File: config.mk
export PLATFORM = sky130hd
export DESIGN_NAME = seg_scan_ctrl_flat
export DESIGN_NICKNAME = d
export VERILOG_FILES = /design/src/rtl/seg_pkg.sv /design/src/rtl/seg_scan_ctrl_if.sv /design/src/rtl/seg_tick_edge.sv /design/src/rtl/seg_scan_ctrl.sv /design/src/flat_wrapper.sv
export SDC_FILE = /design/constraint.sdc
export NUM_CORES = 1
export LEC_CHECK = 0
export BUFFER_PORTS_ARGS = -buffer_cell sky130_fd_sc_hd__buf_2
export CAP_MARGIN = 10
export CORE_UTILIZATION = 48
export CTS_CLUSTER_DIAMETER = 80
export DETAILED_ROUTE_END_ITERATION = 12
export PLACE_DENSITY = 0.7
export SYNTH_ARGS = -nofsm -noshare
export SYNTH_HDL_FRONTEND = slang
export SYNTH_SLANG_ARGS = --single-unit
File: constraint.sdc
create_clock -name fpga_clk -period 4 [get_ports fpga_clk]
set_input_delay 0.2 -clock fpga_clk [delete_from_list [all_inputs] [get_ports fpga_clk]]
set_output_delay 0.2 -clock fpga_clk [all_outputs]
set_load 0.01 [all_outputs]
File: src/rtl/seg_pkg.sv
// seg_pkg: shared glyph table, scan state encoding and width helpers for seg_scan_ctrl
package seg_pkg;
  typedef enum logic [1:0] {IDLE, GAP, ON} state_t;
  // {a,b,c,d,e,f,g} active-high, entry 15 first
  localparam logic [15:0][6:0] GLYPHS = {
    7'h47, 7'h4F, 7'h3D, 7'h4E, 7'h1F, 7'h77, 7'h7B, 7'h7F,
    7'h70, 7'h5F, 7'h5B, 7'h33, 7'h79, 7'h6D, 7'h30, 7'h7E
  };
  function automatic int idx_w(input int n);
    return n > 1 ? $clog2(n) : 1;
  endfunction
endpackage

File: src/rtl/seg_scan_ctrl_if.sv
// seg_scan_ctrl_if: display data inputs and digit/segment outputs of the scanner
interface seg_scan_ctrl_if #(parameter int NUM_DIGITS = 4, parameter int BRIGHT_W = 3);
  logic [4*NUM_DIGITS-1:0] bcd_int;
  logic [NUM_DIGITS-1:0]   dp_mask;
  logic                    blank_lz;
  logic                    hex_mode;
  logic [BRIGHT_W-1:0]     brightness;
  logic [NUM_DIGITS-1:0]   digit;
  logic [7:0]              seg;
  logic                    frame_done;
  modport master(output bcd_int, dp_mask, blank_lz, hex_mode, brightness, input digit, seg, frame_done);
  modport slave(input bcd_int, dp_mask, blank_lz, hex_mode, brightness, output digit, seg, frame_done);
endinterface

File: src/rtl/seg_tick_edge.sv
// seg_tick_edge: synchronise the slow scan clock and emit a one-cycle pulse per rising edge
module seg_tick_edge (
  input  logic clk,
  input  logic rst,
  input  logic tick_in,
  output logic scan_pulse
);
  logic [1:0] sync_q, sync_d;
  logic       edge_q, edge_d, pulse_q, pulse_d;
  always_comb begin
    sync_d  = {sync_q[0], tick_in};
    edge_d  = sync_q[1];
    pulse_d = sync_q[1] & ~edge_q;
  end
  always_ff @(posedge clk) begin
    if (rst) begin
      sync_q  <= '0;
      edge_q  <= 1'b0;
      pulse_q <= 1'b0;
    end else begin
      sync_q  <= sync_d;
      edge_q  <= edge_d;
      pulse_q <= pulse_d;
    end
  end
  assign scan_pulse = pulse_q;
endmodule

File: src/rtl/seg_scan_ctrl.sv
// seg_scan_ctrl: multiplexed N-digit 7-segment scanner with frame snapshot, blanking, PWM and dead time
module seg_scan_ctrl
  import seg_pkg::*;
#(
  parameter int NUM_DIGITS       = 4,
  parameter int SEG_ACTIVE_LOW   = 1,
  parameter int DIGIT_ACTIVE_LOW = 1,
  parameter int BRIGHT_W         = 3,
  parameter int GAP_CYCLES       = 16
) (
  input  logic            fpga_clk,
  input  logic            sys_init_ctrl,
  input  logic            clk_1KHz,
  seg_scan_ctrl_if.slave  bus
);
  localparam int IW = idx_w(NUM_DIGITS);
  localparam int GW = GAP_CYCLES > 1 ? $clog2(GAP_CYCLES) : 1;
  localparam logic [NUM_DIGITS-1:0] DIG_OFF = DIGIT_ACTIVE_LOW != 0 ? '1 : '0;
  localparam logic [7:0] SEG_OFF = SEG_ACTIVE_LOW != 0 ? 8'hFF : 8'h00;
  state_t                  state_q, state_d;
  logic [IW-1:0]           idx_q, idx_d;
  logic [GW-1:0]           gap_q, gap_d;
  logic [BRIGHT_W-1:0]     pwm_q, pwm_d;
  logic [4*NUM_DIGITS-1:0] bcd_q, bcd_d;
  logic [NUM_DIGITS-1:0]   dp_q, dp_d, lz;
  logic                    blz_q, blz_d, hex_q, hex_d;
  logic [NUM_DIGITS-1:0]   digit_q, digit_d;
  logic [7:0]              seg_q, seg_d;
  logic                    fd_q, fd_d;
  logic                    scan_pulse, load, enter_on, zero_run;
  logic [3:0]              nib;
  logic [6:0]              glyph;
  seg_tick_edge u_tick (
    .clk        (fpga_clk),
    .rst        (sys_init_ctrl),
    .tick_in    (clk_1KHz),
    .scan_pulse (scan_pulse)
  );
  always_comb begin
    state_d = state_q;
    idx_d   = idx_q;
    gap_d   = gap_q;
    pwm_d   = pwm_q + 1'b1;
    load    = 1'b0;
    if (scan_pulse && state_q != GAP) begin
      idx_d   = (state_q == IDLE || idx_q == IW'(NUM_DIGITS - 1)) ? '0 : idx_q + 1'b1;
      load    = idx_d == '0;
      state_d = GAP_CYCLES == 0 ? ON : GAP;
      gap_d   = '0;
    end else if (state_q == GAP) begin
      state_d = gap_q == GW'(GAP_CYCLES - 1) ? ON : GAP;
      gap_d   = gap_q + 1'b1;
    end
    bcd_d = load ? bus.bcd_int  : bcd_q;
    dp_d  = load ? bus.dp_mask  : dp_q;
    blz_d = load ? bus.blank_lz : blz_q;
    hex_d = load ? bus.hex_mode : hex_q;
    // a digit is blanked while every nibble from the top down to it is zero
    lz       = '0;
    zero_run = blz_d;
    for (int k = NUM_DIGITS - 1; k > 0; k--) begin
      zero_run = zero_run && bcd_d[4*k +: 4] == 4'd0;
      lz[k]    = zero_run;
    end
    nib      = bcd_d[{idx_d, 2'b00} +: 4];
    glyph    = (lz[idx_d] || (nib > 4'd9 && !hex_d)) ? 7'd0 : GLYPHS[nib];
    enter_on = state_d == ON && (state_q != ON || scan_pulse);
    digit_d  = (state_d == ON && pwm_d <= bus.brightness) ? DIG_OFF ^ (NUM_DIGITS'(1) << idx_d) : DIG_OFF;
    seg_d    = state_d == ON ? SEG_OFF ^ {glyph, dp_d[idx_d]} : SEG_OFF;
    fd_d     = enter_on && idx_d == IW'(NUM_DIGITS - 1);
  end
  always_ff @(posedge fpga_clk) begin
    if (sys_init_ctrl) begin
      state_q <= IDLE;
      idx_q   <= '0;
      gap_q   <= '0;
      pwm_q   <= '0;
      bcd_q   <= '0;
      dp_q    <= '0;
      blz_q   <= 1'b0;
      hex_q   <= 1'b0;
      digit_q <= DIG_OFF;
      seg_q   <= SEG_OFF;
      fd_q    <= 1'b0;
    end else begin
      state_q <= state_d;
      idx_q   <= idx_d;
      gap_q   <= gap_d;
      pwm_q   <= pwm_d;
      bcd_q   <= bcd_d;
      dp_q    <= dp_d;
      blz_q   <= blz_d;
      hex_q   <= hex_d;
      digit_q <= digit_d;
      seg_q   <= seg_d;
      fd_q    <= fd_d;
    end
  end
  assign bus.digit      = digit_q;
  assign bus.seg        = seg_q;
  assign bus.frame_done = fd_q;
endmodule

File: src/flat_wrapper.sv
// flat-port wrapper written by rule: the top's interface ports become plain ports
module seg_scan_ctrl_flat import seg_pkg::*;
#(
  parameter int NUM_DIGITS       = 4,
  parameter int SEG_ACTIVE_LOW   = 1,
  parameter int DIGIT_ACTIVE_LOW = 1,
  parameter int BRIGHT_W         = 3,
  parameter int GAP_CYCLES       = 16
)
  (fpga_clk, sys_init_ctrl, clk_1KHz, bus_bcd_int, bus_dp_mask, bus_blank_lz, bus_hex_mode, bus_brightness, bus_digit, bus_seg, bus_frame_done);
  seg_scan_ctrl_if #(.NUM_DIGITS(NUM_DIGITS), .BRIGHT_W(BRIGHT_W)) bus_i ();
  input  logic fpga_clk;
  input  logic sys_init_ctrl;
  input  logic clk_1KHz;
  input wire logic [$bits(bus_i.bcd_int)-1:0] bus_bcd_int;
  input wire logic [$bits(bus_i.dp_mask)-1:0] bus_dp_mask;
  input wire logic [$bits(bus_i.blank_lz)-1:0] bus_blank_lz;
  input wire logic [$bits(bus_i.hex_mode)-1:0] bus_hex_mode;
  input wire logic [$bits(bus_i.brightness)-1:0] bus_brightness;
  output wire logic [$bits(bus_i.digit)-1:0] bus_digit;
  output wire logic [$bits(bus_i.seg)-1:0] bus_seg;
  output wire logic [$bits(bus_i.frame_done)-1:0] bus_frame_done;
  assign bus_i.bcd_int = bus_bcd_int;
  assign bus_i.dp_mask = bus_dp_mask;
  assign bus_i.blank_lz = bus_blank_lz;
  assign bus_i.hex_mode = bus_hex_mode;
  assign bus_i.brightness = bus_brightness;
  assign bus_digit = bus_i.digit;
  assign bus_seg = bus_i.seg;
  assign bus_frame_done = bus_i.frame_done;
  seg_scan_ctrl #(.NUM_DIGITS(NUM_DIGITS), .SEG_ACTIVE_LOW(SEG_ACTIVE_LOW), .DIGIT_ACTIVE_LOW(DIGIT_ACTIVE_LOW), .BRIGHT_W(BRIGHT_W), .GAP_CYCLES(GAP_CYCLES)) u_core (.fpga_clk(fpga_clk), .sys_init_ctrl(sys_init_ctrl), .clk_1KHz(clk_1KHz), .bus(bus_i));
endmodule
==> After elaboration in Yosys (flattened, before gate mapping) <==
Memory sizes are Yosys's and may differ from the RTL's.
Cells that the tools add are included.
{ "op_classes": {"addsub": 3, "order_cmp": 4, "eq_ne": 7, "shifts": 2, "n_mux": 16, "n_bitwise": 6, "reduce_logical": 20} }
{ "ops": {"columns": ["operator", "count"], "rows": [
  ["$mux W16", 1],
  ["$shiftx A16 B5 Y4", 1],
  ["$mux W7", 2],
  ["$logic_not A4 Y1", 3],
  ["$mux W2", 5],
  ["$logic_and A1 B1 Y1", 8],
  ["$not A8 Y8", 1],
  ["$eq A2 B2 Y1 const B", 3],
  ["$reduce_or A2 Y1", 3],
  ["$lt A4 B5 Y1 const B", 1],
  ["$mux W1", 5],
  ["$add A4 B1 Y4 const B", 1],
  ["$bmux W1 S2", 2],
  ["$eq A4 B4 Y1 const B", 1],
  ["$gt A4 B4 Y1 const B", 1],
  ["$logic_not A2 Y1", 2],
  ["$mux W4", 1],
  ["$not A4 Y4", 1],
  ["$shl A1 B2 Y4 const A", 1],
  ["$add A3 B1 Y3 const B", 1],
  ["$le A3 B3 Y1", 1],
  ["$logic_or A1 B1 Y1", 3],
  ["$lt A2 B3 Y1 const B", 1],
  ["$not A1 Y1", 3],
  ["other kinds (6)", 6]
]} }
{ "word_totals": {"regBits": 50, "rom_bits": 112, "input_bits": 28, "out_inout_bits": 13, "word_cells": 73, "n_memories": 1} }
{ "mem_list": {"columns": ["name", "words", "word_bits", "rd", "rd_ports_with_merged_regs", "write_ports", "line", "text"], "rows": [
  ["(name not given)", 16, 7, 1, 0, 0, "seg_scan_ctrl.sv:66", "glyph = (lz[idx_d] || (nib > 4'd9 && !hex_d)) ? 7'd0 : GLYPHS[nib];"]
]} }

==> Depth between registers and ports, before layout <==
Gate-level depths: netlist of the first run.
{ "depth": {"ltp_word": 15, "depth_mapped": 14, "mapped_depth_nobuf": 12} }

==> By module <==
Synthesis of the first run repeated with hierarchy kept, for this count alone.
{ "unflattened": {"cells_unflattened": 257, "area_unflattened_um2": 2383.5} }
{ "modules_own_cells": {"columns": ["module", "instances", "cells_per_inst", "area_per_inst_um2", "seq_area_each_um2"], "rows": [
  ["seg_scan_ctrl", 1, 249, 2272.2, 920.9],
  ["seg_tick_edge", 1, 8, 111.4, 80.1]
]} }

==> Worst setup path before layout of the first run <==
No wires, ideal clock.
{ "synth_timing": {"path_type": "reg-to-reg", "startpoint": "register u_core.idx_q[0]", "endpoint": "register u_core.seg_q[7] (netlist: u_core.bus.seg[7])", "setup_ns": 0.070, "t_arrival_ns": 3.058, "required_ns": 3.930, "slack_ns": 0.872, "stages_incl_launch_ff": 14, "n_path_buf": 1, "period_less_slack_ns": 3.128, "cell_sequence": "dfxtp_1 > ha_1 > nor2b_1 > o311ai_4 > buf_6 > mux2i_1 > mux2i_1 > mux2i_1 > inv_1 > ha_1 > inv_1 > a21oi_1 > o311ai_4 > o21bai_1"} }
{ "synth_between": {"elab_chain_cells": 15, "elab_cells_between_ends": 27, "classes_between": "1 x add/sub; 1 x order compare; 1 x eq/ne; 1 x shift; 10 x mux; 1 x bitwise; 11 x reduce/logical; 1 x memory"} }
{ "synth_lines": {"columns": ["element", "line", "text"], "rows": [
  ["from (decl)", "seg_scan_ctrl.sv:21", "logic [IW-1:0] idx_q, idx_d;"],
  ["from (signal assigned)", "seg_scan_ctrl.sv:87", "idx_q <= idx_d;"],
  ["parallel branches: the longest is 13 deep, another holds $mem_v2 Z16 W7", null, null],
  ["$mux W7 (*)", "seg_scan_ctrl.sv:66", null],
  ["$not A8 Y8 (no line) (*)", null, null],
  ["to (signal assigned)", "seg_scan_ctrl.sv:95", "seg_q <= seg_d;"],
  ["to (decl)", "seg_scan_ctrl.sv:28", "logic [7:0] seg_q, seg_d;"]
]} }
Every way passes the cells marked *. The select of a mux whose other input is x is not followed.
A chain may end at the register's enable or synchronous reset.

==> Worst setup path after layout of the first run <==
{ "layout_timing": {"startpoint": "register u_core.idx_q[0]", "endpoint": "register u_core.seg_q[5] (netlist: u_core.bus.seg[5])"} }
The elaborated chain is that of the path after synthesis.

==> flow_metrics.tcl, run 1 <==
set metrics [dict create \
    grt_pass1_vias 1758 \
    clockRootBuffer "clkbuf_8" \
    final_nets 340 \
    rsz0062_at_grt "no" \
    io_buffers 40 \
    syn_nets 303 \
    crit_type "reg -> reg" \
    antenna_found_initial 0 \
    synth.ff_latch_count 50 \
    htreeDepth 2 \
    report.final.slew_viol_count 0 \
    status "completed" \
    timing.final.crit_share_pct 82.5 \
    cts_setup_buffers 0 \
    start_kind "flop" \
    cts_buffers 5 \
    cts_tree "built" \
    vdd_drop_max_mv 0.179 \
    yosysWarnings 0 \
    avgSynthCellArea_sq_um 9.20 \
    skew_ps 7.48 \
    ys_top_cells_by_area "dfxtp_1, mux2i_1, nor2_1" \
    yosysSeqAreaShare_pct 41.4 \
    core_area_sq_um 4790 \
    wirelength_um 4940 \
    max_freq_mhz 303 \
    fin_crit_ps 3300 \
    rr_startpoint "u_core.idx_q[0]" \
    wl_per_cell_um 13.4 \
    io-pin-count 41 \
    hold_start "clk_1KHz" \
    drt-pass1-iter-count 4 \
    synth_cell_types 46 \
    fin_total_pwr_mw 0.902 \
    initial_core_util_pct 50.5 \
    die_h_um 73.0 \
    cp_max_fo 15 \
    worstPathArrival_ps 3500 \
    dr.first_iter.drc_count 119 \
    cts-hold-fix-buffers 0 \
    grt_pass1_wl_um 8160 \
    rows 25 \
    crit_path_start "u_core.idx_q[0]" \
    dp_hpwl_um 3650 \
    crit_path_end_kind "flop" \
    syn_area_sq_um 2420 \
    post_cts_resized 0 \
    dp_cells 360 \
    gp_congestion 0.858 \
    antenna_left 0 \
    postLayoutCellArea_sq_um 2740 \
    via_count 1921 \
    leakage_nw 1.28 \
    dieArea_sq_um 5330 \
    layout_commonest_cell "dfxtp_1" \
    required_ps 4200 \
    synthCells 263 \
    whs_ps 128 \
    die_width_um 73.0 \
    setup_tns_ps 0 \
    syn_to_final_growth_pct 13.3 \
    clock_latency_ps 310 \
    final_cell_mix "dfxtp_1, nor2_1, buf_2" \
    route.detailed.drc 0 \
    viasPerCell 5.22 \
    worst_slew_pin_slew_ps 728 \
    maxCapViolations 0 \
    min_path_type "in -> reg" \
    gr-total-overflow 0 \
    cts.reportedPaths.clkPinSlew_ps 100 \
    fin_cells 368 \
    clock_path_buffers 2 \
    final_hold_viol_count 0 \
    dpl_cell_area_sq_um 2650 \
    grt_util_all_layers_pct 20.3 \
    grt_max_degree 38 \
    setup_viol 0 \
    maxSlewHeadroom_pct 51.3 \
    synth_top_area_share_pct 41.4 \
    drive_gt1_share_pct 20.6 \
    antenna_cells 0 \
    yosys.area.top_type "dfxtp_1" \
    clock-sinks 50 \
    power_density_nw_per_um2 329 \
]
-- critical path: stages (launching register included) --
cell	delay [ps]
dfxtp_1	350
ha_1	310
nor2b_1	70
o311ai_4	610
o21ai_0	190
o22ai_1	220
mux2i_1	210
inv_1	170
ha_1	240
inv_1	90
a21oi_1	250
o311ai_4	170
a221o_1	310
-- report_power, final --
| group | internal (mW) | total, mW | switching, mW |
|---|---|---|---|
| logic | 0.0383 | 0.0854 | 0.0471 |
| clock network | 0.126 | 0.304 | 0.178 |
| registers | 0.507 | 0.512 | 0.00500 |
-- synth_stat cells, drive strengths merged --
master and instances:
a211o 2, a211oi 1, a21boi 2, a21o 2, a21oi 12, a221o 3, a22o 1, a311o 2
a31oi 1, and2 2, and3 3, and4 1, buf 8, clkbuf 6, dfxtp 50, ha 12
inv 11, mux2 3, mux2i 27, nand2 15, nand2b 1, nand3 13, nand3b 1, nand4 2
nand4b 1, nor2 42, nor2b 11, nor3 5, nor3b 1, nor4 5, o21ai 10, o21bai 1
o22ai 1, o311ai 2, o41ai 1, or4 1, xor2 1
-- through the flow --
step / utilization [%] / setup slack [ps]
global placement: 55.3 / 750
detailed placement: 55.3 / 705
finish: 57.3 / 700
global route: 57.3 / 430
floorplan: - / 872
CTS: 57.3 / 676
-- cells by family after synthesis --
| logic type | after synthesis | synth area share, % |
|---|---|---|
| mux | 30 | 12.6 |
| flops | 50 | 41.4 |
| simple gates | 104 | 21.5 |
| buf+inv | 25 | 5.22 |
| fa+ha+maj | 12 | 6.21 |
| compound gates | 41 | 12.8 |
| xor+xnor | 1 | 0.362 |
-- sequential cells by signal, summed over array words and instances (netlist names) --
register	cells
u_core.u_tick.scan_pulse	1
u_core.gap_q	4
u_core.bus.seg	8
u_core.hex_q	1
u_core.bus.frame_done	1
u_core.u_tick.sync_q	2
u_core.bcd_q	16
u_core.state_q	2
u_core.blz_q	1
u_core.idx_q	2
u_core.u_tick.edge_q	1
u_core.bus.digit	4
u_core.dp_q	4
u_core.pwm_q	3
-- path summary, 6_finish.rpt --
| check | end | slack [ps] | depth (start not counted) |
|---|---|---|---|
| worst max-delay path | u_core.bus.seg[5] | 700 | 12 |
| worst min-delay path | u_core.u_tick.sync_q[0] | 130 | 2 |
| worst max register to register | u_core.bus.seg[5] | 700 | 12 |
| worst min register to register | u_core.u_tick.scan_pulse | 400 | 1 |
-- routing by layer --
metal	routed length, um	vias up	track usage (%)	part of all wire (%)
li1	-	986	-	-
met1	2410	900	28.3	49
met2	2310	31	30.3	47
met3	162	4	4.14	3.3
met4	50	0	8.50	1.0
met5	0	-	0	0
-- final cells by class --
cell class / instances / area [sq um]
flip-flops and latches: 50 / 1000
repair buffers: 44 / 230
well taps: 67 / 83.8
clock buffers: 5 / 68.8
multi-input cells: 188 / 1290
fillers: 460 / 2040
inverters: 11 / 41.3
clock inverters: 3 / 25.0
No activity file was read; power rests on OpenSTA's default activity.
==> run 2, diff against run 1 <==
==> constraint.sdc (replaced) <==
create_clock -name fpga_clk -period 3.2 [get_ports fpga_clk]
set_input_delay 0.16 -clock fpga_clk [delete_from_list [all_inputs] [get_ports fpga_clk]]
set_output_delay 0.16 -clock fpga_clk [all_outputs]
set_load 0.01 [all_outputs]
==> run 2 against run 1 <==
  * Sequential cell count is the same
  * Critical path depth increased by 1
  * Non-clock buffer count grew 9
  * Core utilization is 2.8 points higher
  * Combinational power up 31%
  * Clock skew decreased by 1.5 ps
  * Die area stayed put
  * Clock-buffer cell count up 1
  * Wire length rose by 4.5%
  * Sequential share of layout area is 1.7 points lower
  * Largest cell class unchanged
  * Largest power group unchanged
==> flow_metrics.tcl, run 2 (synthesis results as in run 1) <==
set metrics [dict create \
    status "completed" \
    antenna_found_initial 0 \
    timing.final.crit_share_pct 94.7 \
    wirelength_um 5160 \
    maxSlewHeadroom_pct 54.7 \
    gr-total-overflow 0 \
    grt_pass1_wl_um 8500 \
    dr.first_iter.drc_count 140 \
    wl_per_cell_um 13.7 \
    io-pin-count 41 \
    grt_pass1_vias 1806 \
    initial_core_util_pct 50.5 \
    viasPerCell 5.27 \
    clock_latency_ps 300 \
    final_hold_viol_count 0 \
    path_delay_family "compound AO/OA/AOI/OAI gates" \
    grt_util_all_layers_pct 20.9 \
    route.detailed.drc 0 \
    rsz0062_at_grt "no" \
    dp_hpwl_um 3770 \
    final_util_pct 60.1 \
    layout_commonest_cell "dfxtp_1" \
    slowest_stage "o311ai_4" \
    largest_reg_flops 16 \
    dieArea_sq_um 5330 \
    fin_total_pwr_mw 1.30 \
    io_buffers 40 \
    crit_type "reg -> reg" \
    crit_path_end_kind "flop" \
    drive_gt1_share_pct 23.5 \
    syn_to_final_growth_pct 19.0 \
    worst_slew_pin_slew_ps 679 \
    clock-sinks 50 \
    required_ps 3440 \
    crit_buf_inv 3 \
    cts.reportedPaths.clkPinSlew_ps 90 \
    antenna_cells 0 \
    min_path_type "in -> reg" \
    max_flop_register "u_core.bcd_q" \
    htreeDepth 2 \
    worstPathArrival_ps 3270 \
    vdd_drop_max_mv 0.212 \
    gp_congestion 0.833 \
    maxCapViolations 0 \
    setup_tns_ps 0 \
    report.final.slew_viol_count 0 \
    max_freq_mhz 330 \
    crit_chain "ha_1 > nor2b_1 > o311ai_4 > buf_12 > mux2i_1 > mux2i_1 > mux2i_2 > inv_1 > ha_1 > inv_1 > a21oi_1 > o311ai_4 > o21bai_1" \
    final_nets 349 \
    clock_path_buffers 2 \
    leakage_nw 1.35 \
    drt-pass1-iter-count 4 \
    core_area_sq_um 4790 \
    cts_buffers 5 \
    antenna_left 0 \
    clockRootBuffer "clkbuf_8" \
    power_density_nw_per_um2 451 \
    cp_max_fo 9 \
    rows 25 \
    cts_tree "built" \
    postLayoutCellArea_sq_um 2880 \
    start_kind "flop" \
    via_count 1987 \
    dpl_cell_area_sq_um 2700 \
    grt_max_degree 38 \
    skew_ps 6.01 \
    final_cell_mix "dfxtp_1, nor2_1, buf_2" \
    die_width_um 73.0 \
    die_h_um 73.0 \
    fin_crit_ps 3030 \
    slowest_delay_ps 380 \
    setup_viol 0 \
]
-- run 2: changes by cell type in the layout (fill, tap and decap cells not counted), sizes merged --
cell	delta
buf	+9
bufinv	+2
clkinv	-1
clkbuf	+1
clkinvlp	-1
inv	-1
-- run 2: repair_timing --
item	4_1_cts	5_1_grt
setup buffers	0	2
hold buffers	0	0
hold endpoints to repair	0	0
setup endpoints to repair	0	7
resized for setup	0	2
-- run 2: final timing paths --
check        slack [ps]                       end            startpoint  depth (start not counted)
max                 170         u_core.bus.seg[7]       u_core.idx_q[0]                         13
min                  90   u_core.u_tick.sync_q[0]              clk_1KHz                          2
max reg2reg         170         u_core.bus.seg[7]       u_core.idx_q[0]                         13
min reg2reg         390  u_core.u_tick.scan_pulse  u_core.u_tick.edge_q                          1
-- run 2: stage by stage --
step / setup WS (ps) / instances / hold WS, ps
6_report: 170 / 377 / 94.9
5_1_grt: 11.0 / 377 / 94.1
4_1_cts: 28.4 / 375 / 83.2
3_5_place_dp: 47.1 / 367 / 379
3_3_place_gp: 117 / 367 / 372
2_1_floorplan: 72.1 / 263 / 288
-- run 2: worst register-to-register path: stages (launching register included) --
cell and delay [ps]:
dfxtp_1 350, ha_1 310, nor2b_1 70, o311ai_4 310
buf_12 170, mux2i_1 250, mux2i_1 120, mux2i_2 230
inv_1 100, ha_1 260, inv_1 120, a21oi_1 110
o311ai_4 380, o21bai_1 170
-- run 2: power by group --
part / leakage, nW / internal, mW / total (mW) / switching (mW)
combinational: 0.873 / 0.0515 / 0.112 / 0.0601
sequential: 0.405 / 0.634 / 0.640 / 0.00656
clock: 0.0714 / 0.333 / 0.547 / 0.214
total: 1.35 / 1.02 / 1.30 / 0.280
-- run 2: cell type report --
| class | instances | area (sq um) |
|---|---|---|
| timing repair buffer | 53 | 310 |
| multi-input combinational | 188 | 1300 |
| fill | 421 | 1910 |
| clock buffer | 6 | 82.6 |
| inverter | 11 | 41.3 |
| sequential | 50 | 1000 |
| tap | 67 | 83.8 |
| clock inverter | 2 | 60.1 |
-- run 2: layer usage --
layer / vias to the layer above / global-route usage [%] / routed length, um
met5: - / 0 / 0
met4: 0 / 7.41 / 70
met3: 7 / 4.42 / 233
met2: 43 / 32.4 / 2400
met1: 927 / 28.6 / 2450
li1: 1010 / - / -
